[src/rtl/l2_ptw_walker.sv]
`default_nettype none
// ============================================================================
// Module      : l2_ptw_walker
// Description : Page-table walker serving L1 TLB misses. Walks a 3-level
//               Sv39-style table (9 VPN bits per level) with a single
//               outstanding PTE read. Returns the final PTE, the step index
//               where the walk ended and a page-fault flag.
// Ports       : clk, reset (async, active-high)
//               io_ptbr_ppn         - root table PPN, sampled at accept
//               io_flush            - sfence, aborts the walk in progress
//               io_req_*            - miss request from the TLB (vpn)
//               io_mem_req_*        - PTE read request (byte address)
//               io_mem_resp_*       - PTE read data, one beat per read
//               io_resp_*           - walk result (pte, level, error)
// Revision    : 1.0 - initial release
// ============================================================================
module l2_ptw_walker #(
    parameter int PPN_BITS = 20,
    parameter int VPN_BITS = 27
) (
    input  logic                  clk,
    input  logic                  reset,
    input  logic [PPN_BITS-1:0]   io_ptbr_ppn,
    input  logic                  io_flush,
    input  logic                  io_req_valid,
    output logic                  io_req_ready,
    input  logic [VPN_BITS-1:0]   io_req_bits_vpn,
    output logic                  io_mem_req_valid,
    input  logic                  io_mem_req_ready,
    output logic [PPN_BITS+11:0]  io_mem_req_addr,
    input  logic                  io_mem_resp_valid,
    input  logic [63:0]           io_mem_resp_data,
    output logic                  io_resp_valid,
    input  logic                  io_resp_ready,
    output logic [63:0]           io_resp_bits_pte,
    output logic [1:0]            io_resp_bits_level,
    output logic                  io_resp_bits_error
);

    localparam logic [1:0] c_IDLE = 2'd0;
    localparam logic [1:0] c_REQ  = 2'd1;
    localparam logic [1:0] c_WAIT = 2'd2;
    localparam logic [1:0] c_DONE = 2'd3;

    logic [1:0]          r_state, w_state_nxt;
    logic [VPN_BITS-1:0] r_vpn, w_vpn_nxt;
    logic [PPN_BITS-1:0] r_ppn, w_ppn_nxt;
    logic [1:0]          r_lvl, w_lvl_nxt;
    logic                r_kill, w_kill_nxt;
    logic [63:0]         r_pte, w_pte_nxt;
    logic                r_error, w_error_nxt;

    logic [8:0]          w_idx;
    logic [PPN_BITS-1:0] w_pte_ppn;
    logic                w_v, w_r, w_w, w_x;
    logic                w_invalid, w_pointer, w_leaf, w_misaligned, w_fault;

    // VPN slice for the current step: step 0 uses the top 9 bits.
    always_comb begin
        case (r_lvl)
            2'd0:    w_idx = r_vpn[26:18];
            2'd1:    w_idx = r_vpn[17:9];
            default: w_idx = r_vpn[8:0];
        endcase
    end

    // PTE decode of the incoming read data.
    assign w_v       = io_mem_resp_data[0];
    assign w_r       = io_mem_resp_data[1];
    assign w_w       = io_mem_resp_data[2];
    assign w_x       = io_mem_resp_data[3];
    assign w_pte_ppn = io_mem_resp_data[PPN_BITS+9:10];

    assign w_invalid    = !w_v || (w_w && !w_r);
    assign w_pointer    = w_v && !w_r && !w_w && !w_x;
    assign w_leaf       = w_v && (w_r || w_x);
    // Superpage leaves must have the low PPN bits covered by the VPN clear.
    assign w_misaligned = ((r_lvl == 2'd0) && (w_pte_ppn[17:0] != 18'd0)) ||
                          ((r_lvl == 2'd1) && (w_pte_ppn[8:0]  != 9'd0));
    assign w_fault      = w_invalid ||
                          (w_pointer && (r_lvl == 2'd2)) ||
                          (w_leaf && w_misaligned);

    always_comb begin
        w_state_nxt = r_state;
        w_vpn_nxt   = r_vpn;
        w_ppn_nxt   = r_ppn;
        w_lvl_nxt   = r_lvl;
        w_kill_nxt  = r_kill;
        w_pte_nxt   = r_pte;
        w_error_nxt = r_error;
        case (r_state)
            c_IDLE: begin
                // Flush is meaningless with no walk in flight, so it is ignored.
                if (io_req_valid) begin
                    w_vpn_nxt   = io_req_bits_vpn;
                    w_ppn_nxt   = io_ptbr_ppn;
                    w_lvl_nxt   = 2'd0;
                    w_kill_nxt  = 1'b0;
                    w_state_nxt = c_REQ;
                end
            end
            c_REQ: begin
                if (io_mem_req_ready) begin
                    // A read that is issued must have its response consumed,
                    // so a concurrent flush only marks it for discard.
                    w_kill_nxt  = io_flush;
                    w_state_nxt = c_WAIT;
                end else if (io_flush) begin
                    w_state_nxt = c_IDLE;
                end
            end
            c_WAIT: begin
                if (io_mem_resp_valid) begin
                    if (r_kill || io_flush) begin
                        w_kill_nxt  = 1'b0;
                        w_state_nxt = c_IDLE;
                    end else if (w_fault) begin
                        w_pte_nxt   = 64'd0;
                        w_error_nxt = 1'b1;
                        w_state_nxt = c_DONE;
                    end else if (w_pointer) begin
                        w_ppn_nxt   = w_pte_ppn;
                        w_lvl_nxt   = r_lvl + 2'd1;
                        w_state_nxt = c_REQ;
                    end else begin
                        w_pte_nxt   = io_mem_resp_data;
                        w_error_nxt = 1'b0;
                        w_state_nxt = c_DONE;
                    end
                end else if (io_flush) begin
                    w_kill_nxt = 1'b1;
                end
            end
            default: begin
                if (io_resp_ready || io_flush) begin
                    w_state_nxt = c_IDLE;
                end
            end
        endcase
    end

    always_ff @(posedge clk or posedge reset) begin
        if (reset) begin
            r_state <= c_IDLE;
            r_vpn   <= '0;
            r_ppn   <= '0;
            r_lvl   <= 2'd0;
            r_kill  <= 1'b0;
            r_pte   <= 64'd0;
            r_error <= 1'b0;
        end else begin
            r_state <= w_state_nxt;
            r_vpn   <= w_vpn_nxt;
            r_ppn   <= w_ppn_nxt;
            r_lvl   <= w_lvl_nxt;
            r_kill  <= w_kill_nxt;
            r_pte   <= w_pte_nxt;
            r_error <= w_error_nxt;
        end
    end

    // Ready is gated by reset so every output reads zero while reset is held.
    assign io_req_ready       = (r_state == c_IDLE) && !reset;
    assign io_mem_req_valid   = (r_state == c_REQ);
    assign io_mem_req_addr    = (r_state == c_REQ) ? {r_ppn, w_idx, 3'b000} : '0;
    assign io_resp_valid      = (r_state == c_DONE);
    assign io_resp_bits_pte   = r_pte;
    assign io_resp_bits_level = r_lvl;
    assign io_resp_bits_error = r_error;

endmodule
`default_nettype wire

[config.mk]
export PLATFORM = sky130hd
export DESIGN_NAME = l2_ptw_walker
export DESIGN_NICKNAME = d
export VERILOG_FILES = /design/src/rtl/l2_ptw_walker.sv
export SDC_FILE = /design/constraint.sdc
export NUM_CORES = 1
export LEC_CHECK = 0
export CAP_MARGIN = 20
export CORE_MARGIN = 2
export CORE_UTILIZATION = 36
export CTS_CLUSTER_DIAMETER = 120
export CTS_CLUSTER_SIZE = 8
export DETAILED_ROUTE_END_ITERATION = 6
export MAX_ROUTING_LAYER = met4
export PLACE_DENSITY = 0.64
export REMOVE_ABC_BUFFERS = 1
export SLEW_MARGIN = 40
export SYNTH_ARGS = -nofsm -noshare
export SYNTH_HDL_FRONTEND = slang
export SYNTH_SLANG_ARGS = --single-unit
[constraint.sdc]
create_clock -name clk -period 5.25 [get_ports clk]
set_input_delay 1.05 -clock clk [delete_from_list [all_inputs] [get_ports clk]]
set_output_delay 1.05 -clock clk [all_outputs]
set_load 0.01 [all_outputs]
==> run metrics, run 1 <==
result of the run=completed; max-slew violation count=0; number of buffers inserted for hold repair after clock tree synthesis=0; total of buffers placed on input and output ports=roughly 220; number of library cell types mapped by synthesis=about 50; Clock Sinks=about 120; TritonCTS clock tree=built; maximum count of clock buffers along a single path=2; number of instances resized during post-cts repair=0; synth warn=0; maximum number of pins on one net before global-route repair=64; total CTS buffers=17; synth top area cells=dfrtp_1 49%, o31ai_2 12%, mux2_2 9.4%, nand2_1 8.4%, mux2_4 2.5%; overall power after layout=between 3000 and 4000 uW; Fin. Hold Viols=0; maximum achievable frequency=255 MHz; setup slack, reg-to-reg=~2.6 ns; remaining routing DRC violations=0; Reg2Reg Depth=8; horizontal die dimension=133 microns; areal power density over the cells=around 440 nW/um^2; Die Outline Area=~18000 sq um; core area=16400 sq um; last weighted congestion value of the routability-driven placer=just under 0.8; Ant. Diodes=0; average wire per cell in the routed design=about 18 microns; root buf cell=clkbuf_16; total vias in the final route=approximately 4700; area overhead of the layout relative to synthesis=50.0%; standard cell area after detailed placement=about 8400 sq um; detailed-router iteration count before antenna repair=4; final-layout setup total negative slack=0 ns; utilization after layout=between 50% and 60%; post-synthesis register bit count=about 120; post-CTS setup buffer count=0; largest fanout of any net on the critical path=12; total gr overflow=0; area fraction of the dominant cell type after synthesis=between 40 and 50%; Yosys top cell by area=dfrtp_1; largest clock skew in the final design=around 0.0045 ns; sequential share of the synthesized area=49.0%; routed wire length=between 15000 and 20000 microns; critical path start-end classification=flip-flop to output port; cell depth of the worst hold path=2; count of flip-flops with a built-in enable after synthesis=0; htree depth=4; Layout Cells excl Fill=963; worst slew margin relative to its limit=between 50% and 60%; Skew-Pair Late Insertion Delay=a little over 0.4 ns; fraction of registers with async set/reset=100%; Min-Delay Path Class=flip-flop to flip-flop; final cell area excluding filler cells=~9000 sq um; routed vias/inst=4.91; antenna violations before repair=0; leading cell type in the layout, fill and taps excluded=clkdlybuf4s50_1; Setup crit end kind=output port; number of placed instances with taps included=between 900 and 1000; Final period util=between 70% and 80%; vias in the first global route=between 4000 and 5000; worst slew pin tran=approximately 0.74 ns; # Max-Cap Violations=0; predominant post-synthesis flop cell=dfrtp_1; Worst-path clk slew=approximately 0.060 ns; HPWL after detailed placement=12100 microns; Leakage=0.00381 uW; remaining number of nets flagged by the antenna check after routing=0; maximum vdd drop=around 0.00025 V; Initial Util=a little over a third; Min Clock Period, post-route=approximately 3.9 ns; Post-layout nets=roughly 860; # rows=47; first-pass GRT wire length=approximately 27000 microns; iteration-0 DRC count of the detailed router=219; Overall Global Routing Usage=20.3%; leading cell types in the layout, fill and taps excluded=216 x clkdlybuf4s50_1, 133 x nand2_1, 117 x dfrtp_1; fraction of layout instances using a drive strength above 1=around a quarter; Crit path arrival time=around 2.9 ns; data required time at the worst endpoint=~4.2 ns; cell area after technology mapping=roughly 6000 sq um; Die Height=between 100 and 150 microns; Final setup viols=0; top-level I/O count=220; Syn Inst Count=around 520; kind of launch point of the worst setup path=flip-flop; setup repair after global routing missed its margin=no; mean post-synth cell area=between 10 and 15 sq um
cell usage after synthesis (2+ instances only):
cell type and number:
mux2_4 10, clkbuf_1 21, nand2b_1 2, or3_1 2
nand2_1 134, o31ai_1 3, o21ai_0 3, dfrtp_1 117
mux2_1 8, buf_6 8, inv_1 9, o21bai_1 2
nor2b_1 5, ha_1 7, a21oi_1 5, buf_2 2
o31ai_2 58, nand4_1 2, buf_1 7, buf_4 4
nand3_1 3, a21boi_0 9, mux2_2 50, and2_1 20
a22oi_1 9
area by class of cell:
type / count / area [sq um]
clock buffers: 21 / 480
inverters: 9 / 36.3
well taps: 220 / 275
multi-input cells: 358 / 2820
fillers: 1403 / 7440
flip-flops and latches: 117 / 2930
repair buffers: 227 / 2300
clock inverters: 11 / 125
routing by layer:
metal | part of all wire [%] | global-route usage [%]
met4 | 1.2 | 5.44
met1 | 43 | 25.5
met3 | 8.3 | 6.40
met2 | 48 | 32.0
met5 | 0 | -
registers in the layout (all words and copies together) (netlist names):
register	count
io_resp_bits_pte	64
r_vpn	27
r_ppn	20
io_resp_bits_level	2
r_state	2
io_resp_bits_error	1
r_kill	1
path summary, 6_finish.rpt:
path,end,from
min reg2reg,io_resp_bits_pte[62],io_resp_bits_pte[62]
max in group asynchronous,io_resp_bits_level[1],reset
min in group asynchronous,r_ppn[17],reset
min,io_resp_bits_pte[62],io_resp_bits_pte[62]
max reg2reg,r_ppn[19],r_state[0]
max,io_mem_req_addr[5],io_resp_bits_level[0]
kinds of logic (layout without fill, tap and decap cells):
logic type | after synthesis | count (layout) | share of synthesized area, %
simple gates | 177 | 177 | 13.5
flops | 117 | 117 | 49.0
compound gates | 102 | 102 | 17.9
mux | 69 | 69 | 13.6
buf+inv | 51 | 268 | 4.50
fa+ha+maj | 7 | 7 | 1.46
other cells | 1 | 3 | 0.0627
worst max-delay path, stage by stage, from the launching register on:
cell             delay (ns)
dfrtp_1                0.39
inv_1                  0.09
ha_1                   0.42
nor2_1                 0.60
nand2_1                0.11
a21boi_0               0.26
clkdlybuf4s50_1        0.59
power breakdown:
group | leakage (uW) | internal, uW | switching (uW)
combinational | 0.00201 | 832 | 618
sequential | 0.00152 | 1170 | 133
clock | 0.000283 | 747 | 419
total | 0.00381 | 2750 | 1170
through the flow:
stage               hold WS, ns  worst slack [ns]
floorplan                 0.456             0.260
global placement          0.458              1.42
detailed placement        0.466              1.39
CTS                       0.479              1.30
global route              0.497              1.11
finish                    0.475              1.33
(Power assumes the default switching activity.)
==> run 2, diff against run 1 <==
==> constraint.sdc (replaced) <==
create_clock -name clk -period 3.96 [get_ports clk]
set_input_delay 0.792 -clock clk [delete_from_list [all_inputs] [get_ports clk]]
set_output_delay 0.792 -clock clk [all_outputs]
set_load 0.01 [all_outputs]
==> run 2 against run 1 <==
Combinational power up 33%. Clock-buffer cell count down 3. Global-route usage down 0.20 points. Critical endpoint is now io_mem_req_addr[11]. Setup slack worse by 0.99 ns. Clock skew up 0.0021 ns. Critical path depth unchanged. Final cell count up 0.21%. Flip-flop and latch count unchanged. Highest routed layer unchanged. Die area unchanged.
==> run metrics, run 2 (synthesis gave the netlist of run 1 again) <==
crit-path max cell delay=0.59 ns (about the same); kind of launch point of the worst setup path=flip-flop; HPWL after detailed placement=12200 microns (+1.3%); leading cell types in the layout, fill and taps excluded=216 x clkdlybuf4s50_1, 133 x nand2_1, 117 x dfrtp_1; Crit path arrival time=2.82 ns (-0.05 ns); root buf cell=clkbuf_16; number of flip-flops in the largest register=64 (unchanged); worst slew pin tran=0.701 ns (-0.0386 ns); routed wire length=16800 microns (-1.0%); iteration-0 DRC count of the detailed router=214 (-2.3%); setup slack, reg-to-reg=1.44 ns (-1.17 ns); Reg2Reg Depth=7 (-1); Die Height=133 microns (unchanged); Layout Cells excl Fill=965 (+0.21%); Min Clock Period, post-route=approximately 3.6 ns; setup repair after global routing missed its margin=no; result of the run=completed; sequence of cells on the critical path=inv_1 -> ha_1 -> nor2_1 -> nand2_1 -> a21boi_0 -> clkdlybuf4s50_1; family of cells with the greatest summed delay on the critical path=simple AND/OR/NAND/NOR gates; RR Startpoint=r_state[0]; Worst path slowest cell=nor2_1; maximum achievable frequency=between 200 and 300 MHz; total of buffers placed on input and output ports=216 (unchanged); worst slew margin relative to its limit=53.3% (+2.6 points); Post-layout nets=857 (+0.23%); Fin. Hold Viols=0 (unchanged); routed vias/inst=4.92 (about the same); number of placed instances with taps included=933 (+0.21%); average wire per cell in the routed design=17.4 microns (-1.3%); hold path endpoint=io_resp_bits_pte[46]; maximum count of clock buffers along a single path=2 (unchanged); number of buffers and inverters on the critical path=2 (unchanged); leading cell type in the layout, fill and taps excluded=clkdlybuf4s50_1; post-CTS setup buffer count=0 (unchanged); number of instances resized during post-cts repair=0 (unchanged); total gr overflow=0 (unchanged); Clock Sinks=117 (unchanged); largest clock skew in the final design=0.00664 ns (+0.00210 ns); critical path start-end classification=flip-flop to output port; Initial Util=36.4% (unchanged); total vias in the final route=4743 (+0.23%); Final setup viols=0 (unchanged); final-layout setup total negative slack=0 ns (unchanged); vias in the first global route=4981 (+0.040%); Leakage=0.00384 uW (+0.62%); TritonCTS clock tree=built; start point of the worst hold path=io_resp_bits_pte[46]; maximum vdd drop=0.000328 V (+30%); cell depth of the worst hold path=2 (unchanged); first-pass GRT wire length=27100 microns (-0.78%); core area=16400 sq um (unchanged); detailed-router iteration count before antenna repair=6 (+2); # Max-Cap Violations=0 (unchanged); last weighted congestion value of the routability-driven placer=0.809 (+4.2%); largest fanout of any net on the critical path=11 (-1); Skew-Pair Late Insertion Delay=0.41 ns (about the same); antenna violations before repair=0 (unchanged); data required time at the worst endpoint=3.17 ns (-1.03 ns); max-slew violation count=0 (unchanged); areal power density over the cells=582 nW/um^2 (+33%); area overhead of the layout relative to synthesis=50.6%; htree depth=4 (unchanged); Worst-path clk slew=0.06 ns (about the same); Min-Delay Path Class=flip-flop to flip-flop; # rows=47 (unchanged); Worst Hold Slack=0.480 ns (+0.00553 ns); maximum number of pins on one net before global-route repair=65 (+1.6%); horizontal die dimension=133 microns (unchanged); capture point of the worst reg-to-reg path=r_ppn[17]; remaining number of nets flagged by the antenna check after routing=0 (unchanged); remaining routing DRC violations=0 (unchanged); number of buffers inserted for hold repair after clock tree synthesis=0 (unchanged); Die Outline Area=17700 sq um (unchanged); total CTS buffers=17 (unchanged); Ant. Diodes=0 (unchanged); Setup crit end kind=output port; Final period util=between 90% and 100%; top-level I/O count=220 (unchanged); Overall Global Routing Usage=20.1% (-0.20 points); fraction of layout instances using a drive strength above 1=23.8% (+0.34 points)
run 2: cell types whose count changed in the layout (fill, tap and decap cells not counted):
cell / change
buf_4: +3
ha_2: +1
buf_6: -2
inv_6: +3
clkinv_4: +2
buf_16: +1
clkbuf_8: -3
ha_1: -1
bufinv_16: +1
clkinvlp_4: -3
run 2: per-layer routing:
metal  GRT usage (%)  share of wire (%)  vias up
li1                -                  -     2245
met1            25.0                 43     2285
met2            31.1                 47      196
met3            7.13                8.8       17
met4            5.97                1.4        0
met5               -                  0        -
run 2: worst max path at each step:
stage | from | to | slack, ns | cells past startpoint
after floorplan | io_mem_resp_data[1] | io_resp_bits_pte[3] | -0.77 | 4
after global placement | io_mem_resp_data[15] | io_resp_bits_pte[62] | 0.60 | 6
after detailed placement | io_mem_resp_data[15] | io_resp_bits_pte[4] | 0.72 | 6
after CTS | io_resp_bits_level[1] | io_mem_req_addr[11] | 0.29 | 6
after global routing | io_resp_bits_level[1] | io_mem_req_addr[11] | 0.14 | 6
final | io_resp_bits_level[1] | io_mem_req_addr[11] | 0.35 | 6
run 2: area by class of cell:
| type | instances | area, sq um |
|---|---|---|
| fillers | 1361 | 7400 |
| clock buffers | 18 | 439 |
| clock inverters | 14 | 176 |
| inverters | 9 | 36.3 |
| multi-input cells | 358 | 2830 |
| repair buffers | 229 | 2320 |
| well taps | 220 | 275 |
| flip-flops and latches | 117 | 2930 |
run 2: stage by stage:
step / util, % / cell area (sq um) / setup slack, ns / power (uW)
2_1_floorplan: - / 5750 / -0.772 / 2750
3_3_place_gp: 50.8 / 8340 / 0.595 / 3610
3_5_place_dp: 51.1 / 8390 / 0.723 / 3700
4_1_cts: 54.9 / 9000 / 0.291 / 5320
5_1_grt: 54.9 / 9000 / 0.141 / 5530
6_report: 54.9 / 9000 / 0.348 / 5240
run 2: power breakdown:
| group | internal [uW] | switching, uW |
|---|---|---|
| Sequential | 1550 | 178 |
| Clock | 1010 | 573 |
| Combinational | 1110 | 811 |
run 2: tightest hold or removal path, cell delays in order, from the launching register on:
cell     delay [ns]
dfrtp_1        0.34
nand2_1        0.06
o31ai_2        0.05
==> run 3, diff against run 2 <==
--- a/config.mk
+++ b/config.mk
@@ -5,7 +5,7 @@
 export SDC_FILE = /design/constraint.sdc
 export NUM_CORES = 1
 export LEC_CHECK = 0
-export CAP_MARGIN = 20
+export CAP_MARGIN = 30
 export CORE_MARGIN = 2
 export CORE_UTILIZATION = 36
 export CTS_CLUSTER_DIAMETER = 120
==> results of run 3 <==
Final layout, timing and power as in run 2 (identical DEF).
